### src/rtl/instr_sequencer_if.sv
// Sequencer <-> datapath / decoder / memory bundle.
// master: the sequencer side. slave: the environment (memories, decoder, datapath).
interface instr_sequencer_if #(
    parameter int PC_W    = 8,
    parameter int INSTR_W = 16
);
    // Instruction memory
    logic               imem_req;
    logic [PC_W-1:0]    imem_addr;
    logic               imem_ack;
    logic [INSTR_W-1:0] imem_rdata;

    // Decoder / datapath view of the current instruction
    logic [3:0]         opcode;
    logic [INSTR_W-1:0] ir;
    logic [PC_W-1:0]    pc;

    // Decoder enables
    logic mem_load, mem_st, compare, reg_we, jump;
    logic jmp_rn, jump_b, jump_be, jump_a, jump_ae, jump_e;

    // Datapath results and targets
    logic               alu_lt;
    logic               alu_eq;
    logic [PC_W-1:0]    jmp_target;

    // Strobes and status
    logic alu_en;
    logic dmem_req;
    logic dmem_we;
    logic dmem_ack;
    logic rf_we;
    logic flag_lt;
    logic flag_eq;
    logic mem_err;

    modport master (
        output imem_req, imem_addr, opcode, ir, pc,
        output alu_en, dmem_req, dmem_we, rf_we, flag_lt, flag_eq, mem_err,
        input  imem_ack, imem_rdata,
        input  mem_load, mem_st, compare, reg_we, jump,
        input  jmp_rn, jump_b, jump_be, jump_a, jump_ae, jump_e,
        input  alu_lt, alu_eq, jmp_target, dmem_ack
    );

    modport slave (
        input  imem_req, imem_addr, opcode, ir, pc,
        input  alu_en, dmem_req, dmem_we, rf_we, flag_lt, flag_eq, mem_err,
        output imem_ack, imem_rdata,
        output mem_load, mem_st, compare, reg_we, jump,
        output jmp_rn, jump_b, jump_be, jump_a, jump_ae, jump_e,
        output alu_lt, alu_eq, jmp_target, dmem_ack
    );
endinterface

### src/rtl/instr_sequencer.sv
// Multi-cycle instruction sequencer: FETCH -> DECODE -> EXEC -> [MEM] -> WB.
// Owns pc, ir and the compare flags; turns decoder enables into one-cycle strobes.
// Optional feature: define INSTR_SEQ_MEM_TIMEOUT_EN to bound memory waits with a
// TMO_W-bit counter and a sticky mem_err; otherwise requests wait indefinitely.
module instr_sequencer #(
    parameter int PC_W    = 8,
    parameter int INSTR_W = 16,
    parameter int TMO_W   = 4
) (
    input logic                 clk,
    input logic                 rst,
    instr_sequencer_if.master   bus
);

    typedef enum logic [2:0] {
        StFetch,
        StDecode,
        StExec,
        StMem,
        StWb
    } state_t;

    state_t             r_state;
    logic [PC_W-1:0]    r_pc;
    logic [INSTR_W-1:0] r_ir;
    logic               r_flag_lt;
    logic               r_flag_eq;
    logic               r_imem_req;
    logic               r_alu_en;
    logic               r_dmem_req;
    logic               r_dmem_we;
    logic               r_rf_we;
    logic               w_cond;
    logic               w_jump_taken;

`ifdef INSTR_SEQ_MEM_TIMEOUT_EN
    // Counter value seen in the last allowed wait cycle: it would hit all-ones this edge.
    localparam logic [TMO_W-1:0] TMO_LAST = {{(TMO_W-1){1'b1}}, 1'b0};

    logic [TMO_W-1:0]   r_tmo;
    logic               r_mem_err;
`endif

    // Jump condition from previously latched flags; kind bits resolved in fixed priority.
    always_comb begin
        w_cond = 1'b1;
        if (bus.jmp_rn) begin
            w_cond = 1'b1;
        end else if (bus.jump_b) begin
            w_cond = r_flag_lt;
        end else if (bus.jump_be) begin
            w_cond = r_flag_lt | r_flag_eq;
        end else if (bus.jump_a) begin
            w_cond = ~r_flag_lt & ~r_flag_eq;
        end else if (bus.jump_ae) begin
            w_cond = ~r_flag_lt;
        end else if (bus.jump_e) begin
            w_cond = r_flag_eq;
        end
        w_jump_taken = bus.jump & w_cond;
    end

    // Sequencer FSM; every strobe is registered and set on entry to its state.
    always_ff @(posedge clk or posedge rst) begin
        if (rst) begin
            r_state    <= StFetch;
            r_pc       <= '0;
            r_ir       <= '0;
            r_flag_lt  <= 1'b0;
            r_flag_eq  <= 1'b0;
            r_imem_req <= 1'b0;
            r_alu_en   <= 1'b0;
            r_dmem_req <= 1'b0;
            r_dmem_we  <= 1'b0;
            r_rf_we    <= 1'b0;
`ifdef INSTR_SEQ_MEM_TIMEOUT_EN
            r_tmo      <= '0;
            r_mem_err  <= 1'b0;
`endif
        end else begin
            case (r_state)
                StFetch: begin
                    // req is low here only after reset or a fetch timeout: (re)issue it
                    if (!r_imem_req) begin
                        r_imem_req <= 1'b1;
`ifdef INSTR_SEQ_MEM_TIMEOUT_EN
                        r_tmo      <= '0;
`endif
                    end else if (bus.imem_ack) begin
                        r_ir       <= bus.imem_rdata;
                        r_pc       <= r_pc + 1'b1;
                        r_imem_req <= 1'b0;
                        r_state    <= StDecode;
`ifdef INSTR_SEQ_MEM_TIMEOUT_EN
                    end else if (r_tmo == TMO_LAST) begin
                        // Drop and retry at the same pc
                        r_imem_req <= 1'b0;
                        r_mem_err  <= 1'b1;
                    end else begin
                        r_tmo      <= r_tmo + 1'b1;
`endif
                    end
                end
                StDecode: begin
                    r_alu_en <= 1'b1;
                    r_state  <= StExec;
                end
                StExec: begin
                    r_alu_en <= 1'b0;
                    if (bus.compare) begin
                        r_flag_lt <= bus.alu_lt;
                        r_flag_eq <= bus.alu_eq;
                    end
                    if (w_jump_taken) begin
                        r_pc <= bus.jmp_target;
                    end
                    if (bus.mem_load || bus.mem_st) begin
                        r_dmem_req <= 1'b1;
                        r_dmem_we  <= bus.mem_st;
                        r_state    <= StMem;
`ifdef INSTR_SEQ_MEM_TIMEOUT_EN
                        r_tmo      <= '0;
`endif
                    end else begin
                        r_rf_we <= bus.reg_we & ~bus.jump;
                        r_state <= StWb;
                    end
                end
                StMem: begin
                    if (bus.dmem_ack) begin
                        r_dmem_req <= 1'b0;
                        r_dmem_we  <= 1'b0;
                        r_rf_we    <= bus.reg_we & ~bus.jump;
                        r_state    <= StWb;
`ifdef INSTR_SEQ_MEM_TIMEOUT_EN
                    end else if (r_tmo == TMO_LAST) begin
                        // Abandon the access; write-back happens with rf_we held low
                        r_dmem_req <= 1'b0;
                        r_dmem_we  <= 1'b0;
                        r_mem_err  <= 1'b1;
                        r_state    <= StWb;
                    end else begin
                        r_tmo      <= r_tmo + 1'b1;
`endif
                    end
                end
                StWb: begin
                    r_rf_we    <= 1'b0;
                    r_imem_req <= 1'b1;
                    r_state    <= StFetch;
`ifdef INSTR_SEQ_MEM_TIMEOUT_EN
                    r_tmo      <= '0;
`endif
                end
                default: begin
                    r_state <= StFetch;
                end
            endcase
        end
    end

    assign bus.imem_req  = r_imem_req;
    assign bus.imem_addr = r_pc;
    assign bus.opcode    = r_ir[INSTR_W-1 -: 4];
    assign bus.ir        = r_ir;
    assign bus.pc        = r_pc;
    assign bus.alu_en    = r_alu_en;
    assign bus.dmem_req  = r_dmem_req;
    assign bus.dmem_we   = r_dmem_we;
    assign bus.rf_we     = r_rf_we;
    assign bus.flag_lt   = r_flag_lt;
    assign bus.flag_eq   = r_flag_eq;
`ifdef INSTR_SEQ_MEM_TIMEOUT_EN
    assign bus.mem_err   = r_mem_err;
`else
    assign bus.mem_err   = 1'b0;
`endif

endmodule

### src/flat_wrapper.sv
// flat-port wrapper written by rule: the top's interface ports become plain ports
module instr_sequencer_flat 
#(
    parameter int PC_W    = 8,
    parameter int INSTR_W = 16,
    parameter int TMO_W   = 4
)
  (clk, rst, bus_imem_req, bus_imem_addr, bus_opcode, bus_ir, bus_pc, bus_alu_en, bus_dmem_req, bus_dmem_we, bus_rf_we, bus_flag_lt, bus_flag_eq, bus_mem_err, bus_imem_ack, bus_imem_rdata, bus_mem_load, bus_mem_st, bus_compare, bus_reg_we, bus_jump, bus_jmp_rn, bus_jump_b, bus_jump_be, bus_jump_a, bus_jump_ae, bus_jump_e, bus_alu_lt, bus_alu_eq, bus_jmp_target, bus_dmem_ack);
  instr_sequencer_if #(.PC_W(PC_W), .INSTR_W(INSTR_W)) bus_i ();
  input logic clk;
  input logic rst;
  output wire logic [$bits(bus_i.imem_req)-1:0] bus_imem_req;
  output wire logic [$bits(bus_i.imem_addr)-1:0] bus_imem_addr;
  output wire logic [$bits(bus_i.opcode)-1:0] bus_opcode;
  output wire logic [$bits(bus_i.ir)-1:0] bus_ir;
  output wire logic [$bits(bus_i.pc)-1:0] bus_pc;
  output wire logic [$bits(bus_i.alu_en)-1:0] bus_alu_en;
  output wire logic [$bits(bus_i.dmem_req)-1:0] bus_dmem_req;
  output wire logic [$bits(bus_i.dmem_we)-1:0] bus_dmem_we;
  output wire logic [$bits(bus_i.rf_we)-1:0] bus_rf_we;
  output wire logic [$bits(bus_i.flag_lt)-1:0] bus_flag_lt;
  output wire logic [$bits(bus_i.flag_eq)-1:0] bus_flag_eq;
  output wire logic [$bits(bus_i.mem_err)-1:0] bus_mem_err;
  input wire logic [$bits(bus_i.imem_ack)-1:0] bus_imem_ack;
  input wire logic [$bits(bus_i.imem_rdata)-1:0] bus_imem_rdata;
  input wire logic [$bits(bus_i.mem_load)-1:0] bus_mem_load;
  input wire logic [$bits(bus_i.mem_st)-1:0] bus_mem_st;
  input wire logic [$bits(bus_i.compare)-1:0] bus_compare;
  input wire logic [$bits(bus_i.reg_we)-1:0] bus_reg_we;
  input wire logic [$bits(bus_i.jump)-1:0] bus_jump;
  input wire logic [$bits(bus_i.jmp_rn)-1:0] bus_jmp_rn;
  input wire logic [$bits(bus_i.jump_b)-1:0] bus_jump_b;
  input wire logic [$bits(bus_i.jump_be)-1:0] bus_jump_be;
  input wire logic [$bits(bus_i.jump_a)-1:0] bus_jump_a;
  input wire logic [$bits(bus_i.jump_ae)-1:0] bus_jump_ae;
  input wire logic [$bits(bus_i.jump_e)-1:0] bus_jump_e;
  input wire logic [$bits(bus_i.alu_lt)-1:0] bus_alu_lt;
  input wire logic [$bits(bus_i.alu_eq)-1:0] bus_alu_eq;
  input wire logic [$bits(bus_i.jmp_target)-1:0] bus_jmp_target;
  input wire logic [$bits(bus_i.dmem_ack)-1:0] bus_dmem_ack;
  assign bus_imem_req = bus_i.imem_req;
  assign bus_imem_addr = bus_i.imem_addr;
  assign bus_opcode = bus_i.opcode;
  assign bus_ir = bus_i.ir;
  assign bus_pc = bus_i.pc;
  assign bus_alu_en = bus_i.alu_en;
  assign bus_dmem_req = bus_i.dmem_req;
  assign bus_dmem_we = bus_i.dmem_we;
  assign bus_rf_we = bus_i.rf_we;
  assign bus_flag_lt = bus_i.flag_lt;
  assign bus_flag_eq = bus_i.flag_eq;
  assign bus_mem_err = bus_i.mem_err;
  assign bus_i.imem_ack = bus_imem_ack;
  assign bus_i.imem_rdata = bus_imem_rdata;
  assign bus_i.mem_load = bus_mem_load;
  assign bus_i.mem_st = bus_mem_st;
  assign bus_i.compare = bus_compare;
  assign bus_i.reg_we = bus_reg_we;
  assign bus_i.jump = bus_jump;
  assign bus_i.jmp_rn = bus_jmp_rn;
  assign bus_i.jump_b = bus_jump_b;
  assign bus_i.jump_be = bus_jump_be;
  assign bus_i.jump_a = bus_jump_a;
  assign bus_i.jump_ae = bus_jump_ae;
  assign bus_i.jump_e = bus_jump_e;
  assign bus_i.alu_lt = bus_alu_lt;
  assign bus_i.alu_eq = bus_alu_eq;
  assign bus_i.jmp_target = bus_jmp_target;
  assign bus_i.dmem_ack = bus_dmem_ack;
  instr_sequencer #(.PC_W(PC_W), .INSTR_W(INSTR_W), .TMO_W(TMO_W)) u_core (.clk(clk), .rst(rst), .bus(bus_i));
endmodule
### config.mk
export PLATFORM = sky130hd
export DESIGN_NAME = instr_sequencer_flat
export DESIGN_NICKNAME = d
export VERILOG_FILES = /design/src/rtl/instr_sequencer_if.sv /design/src/rtl/instr_sequencer.sv /design/src/flat_wrapper.sv
export SDC_FILE = /design/constraint.sdc
export NUM_CORES = 1
export LEC_CHECK = 0
export ABC_CLOCK_PERIOD_IN_PS = 4800
export BUFFER_PORTS_ARGS = -buffer_cell sky130_fd_sc_hd__clkbuf_2
export CORE_MARGIN = 5
export CORE_UTILIZATION = 35
export CTS_BUF_LIST = sky130_fd_sc_hd__clkbuf_16
export DETAILED_ROUTE_END_ITERATION = 7
export SYNTH_ARGS = -nofsm -noshare
export SYNTH_HDL_FRONTEND = slang
export SYNTH_SLANG_ARGS = --single-unit
### constraint.sdc
create_clock -name clk -period 4.8 [get_ports clk]
set_clock_uncertainty 0.2 [all_clocks]
set_input_delay 0.48 -clock clk [delete_from_list [all_inputs] [get_ports clk]]
set_output_delay 0.48 -clock clk [all_outputs]
set_load 0.01 [all_outputs]
==> impl_results.md <==
- Outcome: finished, final reports clean
- Resized cells post-CTS: 0
- Initial antenna violation count: 0
- Cell with the biggest individual delay on the critical path: nor3_4
- Area share of the largest cell type after synthesis: 47.1%
- Maximum net fanout on the critical path: 17
- Design Area, Final: 2300 sq um
- Antenna cells: 0
- Overall Global Routing Usage: 12.6%
- Required time reported for the critical path endpoint: 4750 ps
- Data arrival time of the critical path: 2300 ps
- Multi-input combinational cell area: 791 sq um
- Largest net degree at the start of global routing: 35
- Level count of the clock H-tree: 2
- Final Routed Wirelength: 3.99 mm
- Sequential standard cell area: 851 sq um
- Min Clock Period, post-route: 2350 ps
- Setup Fix Bufs, Post-CTS: 0
- Highest clock frequency the design can meet: 0.425 GHz
- Cell area after placement: 2160 sq um
- Crit path launch type: register
- Final total negative setup slack: 0 ps
- Half-perimeter wire length after placement: 3.00 mm
- Async set-reset flop share out of synthesis: 100%
- Category of cells accounting for the largest share of critical-path delay: simple AND/OR/NAND/NOR gates
- Yosys warnings: 0
- Worst slew slack as a fraction of its limit: 38.3%
- Library cell used as clock root buffer: clkbuf_16
- Clock insertion delay at the later pin of the skew report: 270 ps
- Prevailing post-synth register cell: dfrtp_1
- CP Capture Type: register
- Power per cell area: 692 nW/um^2
- Core region area: 5070 sq um
- Sequential share of power: 36.1%
- Hold bufs inserted after CTS: 0
- R2r startpoint: u_core.r_state[0]
- Number of register bits inferred by synthesis: 34
- Clock share of power: 18.7%
- Final Setup Violations: 0
- Slew at the pin closest to its max-slew limit: 923 ps
- Global route total overflow: 0
- Global placement routability congestion: 0.686
- Path depth of the worst reg2reg path: 3
- Final critical-path share of the clock period: 49.0%
- Area leader, netlist: dfrtp_1
- Post-synth EDFFs: 0
- Register-to-Register Setup Slack: 2450 ps
- Type of the worst min-delay path: primary input to async pin
- Post-CTS clock slew at the launch and capture registers of the worst setup and hold paths: 50 ps
- Internal power: 979 uW
- Number of distinct standard cells referenced by the synthesized netlist: 39
- Proportion of layout cells with a drive suffix above 1: 48.5%
- Top-count cell post-synth: dfrtp_1
- # rows: 26
- Post-detailed-route wirelength per cell: 12.9 um
- Number of vias after detailed routing: 1420
- Endpoint of the worst register-to-register path: u_core.bus.ir[5]
- Crit-path max cell delay: 750 ps
- Path type of the worst setup path: register to register
- Clk sink count: 34
- Starting Density: 35.6%
- VDD IR max: 0.281 mV
- Count of filler cells inserted in the layout: 506
- Detailed-router iteration count before antenna repair: 4
- Sw power: 615 uW
- Number of port buffers: 83
- Ports placed on the boundary: 85
- Number of max-cap violations: 0
- Netlist area before placement: 1810 sq um
- Die area: 6700 sq um
- Pleak: 0.00113 uW
- Top cell types by occurrence after synthesis: dfrtp_1 (34), a21oi_1 (14), nor2_1 (14), buf_4 (13), nand2_1 (12)
- Die W: 81.9 um
- Final net count: 280
- TritonCTS Buffers: 5
- Synthesized area per cell: 10.9 sq um
- CTS tree: done
- Drt first-iter violations: 65
- Number of endpoints with negative hold slack in the final report: 0
- Critical path, cell by cell: or2_4, nor3_4, mux2_2
- Largest cells by area after synthesis: dfrtp_1 (47%), mux2_4 (7.5%), mux2_2 (5.6%)
- Relative area change from synthesis to final layout: 27.3%
- Number of antenna-violating nets in the routed design: 0
- Post-route DRC violation count: 0
- Die Y: 81.9 um
- First-pass GRT wire length: 6.56 mm
- Cells after synthesis: 166
- Number of max-slew violations in the final report: 0
- Worst path bufs/invs: 0
- Fraction of power spent switching nets: 38.6%
- Setup repair after global routing missed its margin: false
- Sequential element share of the synthesized area: 47.1%
- Power share of the combinational group: 45.2%
- Average via count per standard cell: 4.60
- Syn Nets: 208
- Number of global-route vias before repair: 1451
- Clock Path Buffers: 2
cell families after synthesis:
| group | count (synthesis) | share of synthesized area [%] |
|---|---|---|
| AO/OA/AOI/OAI | 34 | 12.1 |
| adder cells (fa/ha/maj) | 1 | 0.692 |
| buffers and inverters | 22 | 9.20 |
| flip-flops | 34 | 47.1 |
| multiplexers | 21 | 14.7 |
| other | 1 | 0.207 |
| AND/OR/NAND/NOR | 53 | 16.0 |
tightest hold or removal path: cells and delay by family:
family                 cells  cell delay, ps
buffers and inverters      3             500
layout by cell type, fill, tap and decap left out, types with 2 or more instances in the layout:
master and count:
clkbuf_2 83, dfrtp_1 34, a21oi_1 14, nor2_1 14
nand2_1 12, mux2_2 9, mux2_4 9, o22a_1 6
clkbuf_16 5, nor2b_1 4, nand3_1 4, inv_1 4
mux2i_1 3, o21ai_0 3, and3_1 3, a31oi_1 3
o21ai_1 3, nand2b_1 2, nor3_1 2, or2_2 2
nor3b_1 2
final cells by class:
type,instances,share of cell area [%]
Clock inverter,3,0.544
Sequential cell,34,37.0
Clock buffer,5,5.44
Inverter,3,0.489
Tap cell,70,3.81
Timing Repair Buffer,84,18.4
Multi-Input combinational cell,110,34.4
per-stage QoR:
| stage | instances | setup WS (ps) | hold slack (ps) | utilization (%) | power, uW |
|---|---|---|---|---|---|
| floorplan | 166 | 2910 | 318 | - | 1130 |
| CTS | 309 | 2420 | 99.0 | 45.3 | 1620 |
| global placement | 301 | 2460 | 285 | 42.6 | 1300 |
| detailed placement | 301 | 2440 | 289 | 42.6 | 1310 |
| global route | 309 | 2330 | 133 | 45.3 | 1730 |
| finish | 309 | 2450 | 77.8 | 45.3 | 1590 |
power groups by stage:
stage               sequential, uW  clock [uW]  combinational, uW
floorplan                      600           0                533
global placement               575           0                727
detailed placement             577           0                735
CTS                            577         310                735
global route                   599         321                807
finish                         575         298                720
registers in the layout, indices dropped and copies added (netlist names):
signal / count
u_core.bus.imem_addr: 8
u_core.bus.dmem_req: 1
u_core.bus.flag_eq: 1
u_core.bus.ir: 16
u_core.bus.flag_lt: 1
u_core.bus.rf_we: 1
u_core.r_state: 3
u_core.bus.alu_en: 1
u_core.bus.dmem_we: 1
u_core.bus.imem_req: 1
how the worst max path moves through the flow:
stage	startpoint	to	cells after the start	slack, ps
3_5_place_dp	u_core.r_state[0]	u_core.bus.ir[5]	3	2440
5_1_grt	u_core.r_state[0]	u_core.bus.ir[7]	3	2330
4_1_cts	u_core.r_state[0]	u_core.bus.ir[5]	3	2420
6_report	u_core.r_state[0]	u_core.bus.ir[5]	3	2450
2_1_floorplan	u_core.r_state[1]	u_core.bus.ir[0]	5	2910
3_3_place_gp	u_core.r_state[0]	u_core.bus.ir[4]	3	2460
layer usage:
| layer | wire length [um] | up-vias | global-route usage [%] |
|---|---|---|---|
| met5 | 0 | - | 0 |
| met4 | 24 | 0 | 4.82 |
| met3 | 448 | 2 | 5.26 |
| met2 | 1700 | 57 | 19.0 |
| met1 | 1820 | 649 | 15.9 |
| li1 | - | 712 | - |
No activity file was read; power rests on OpenSTA's default activity.
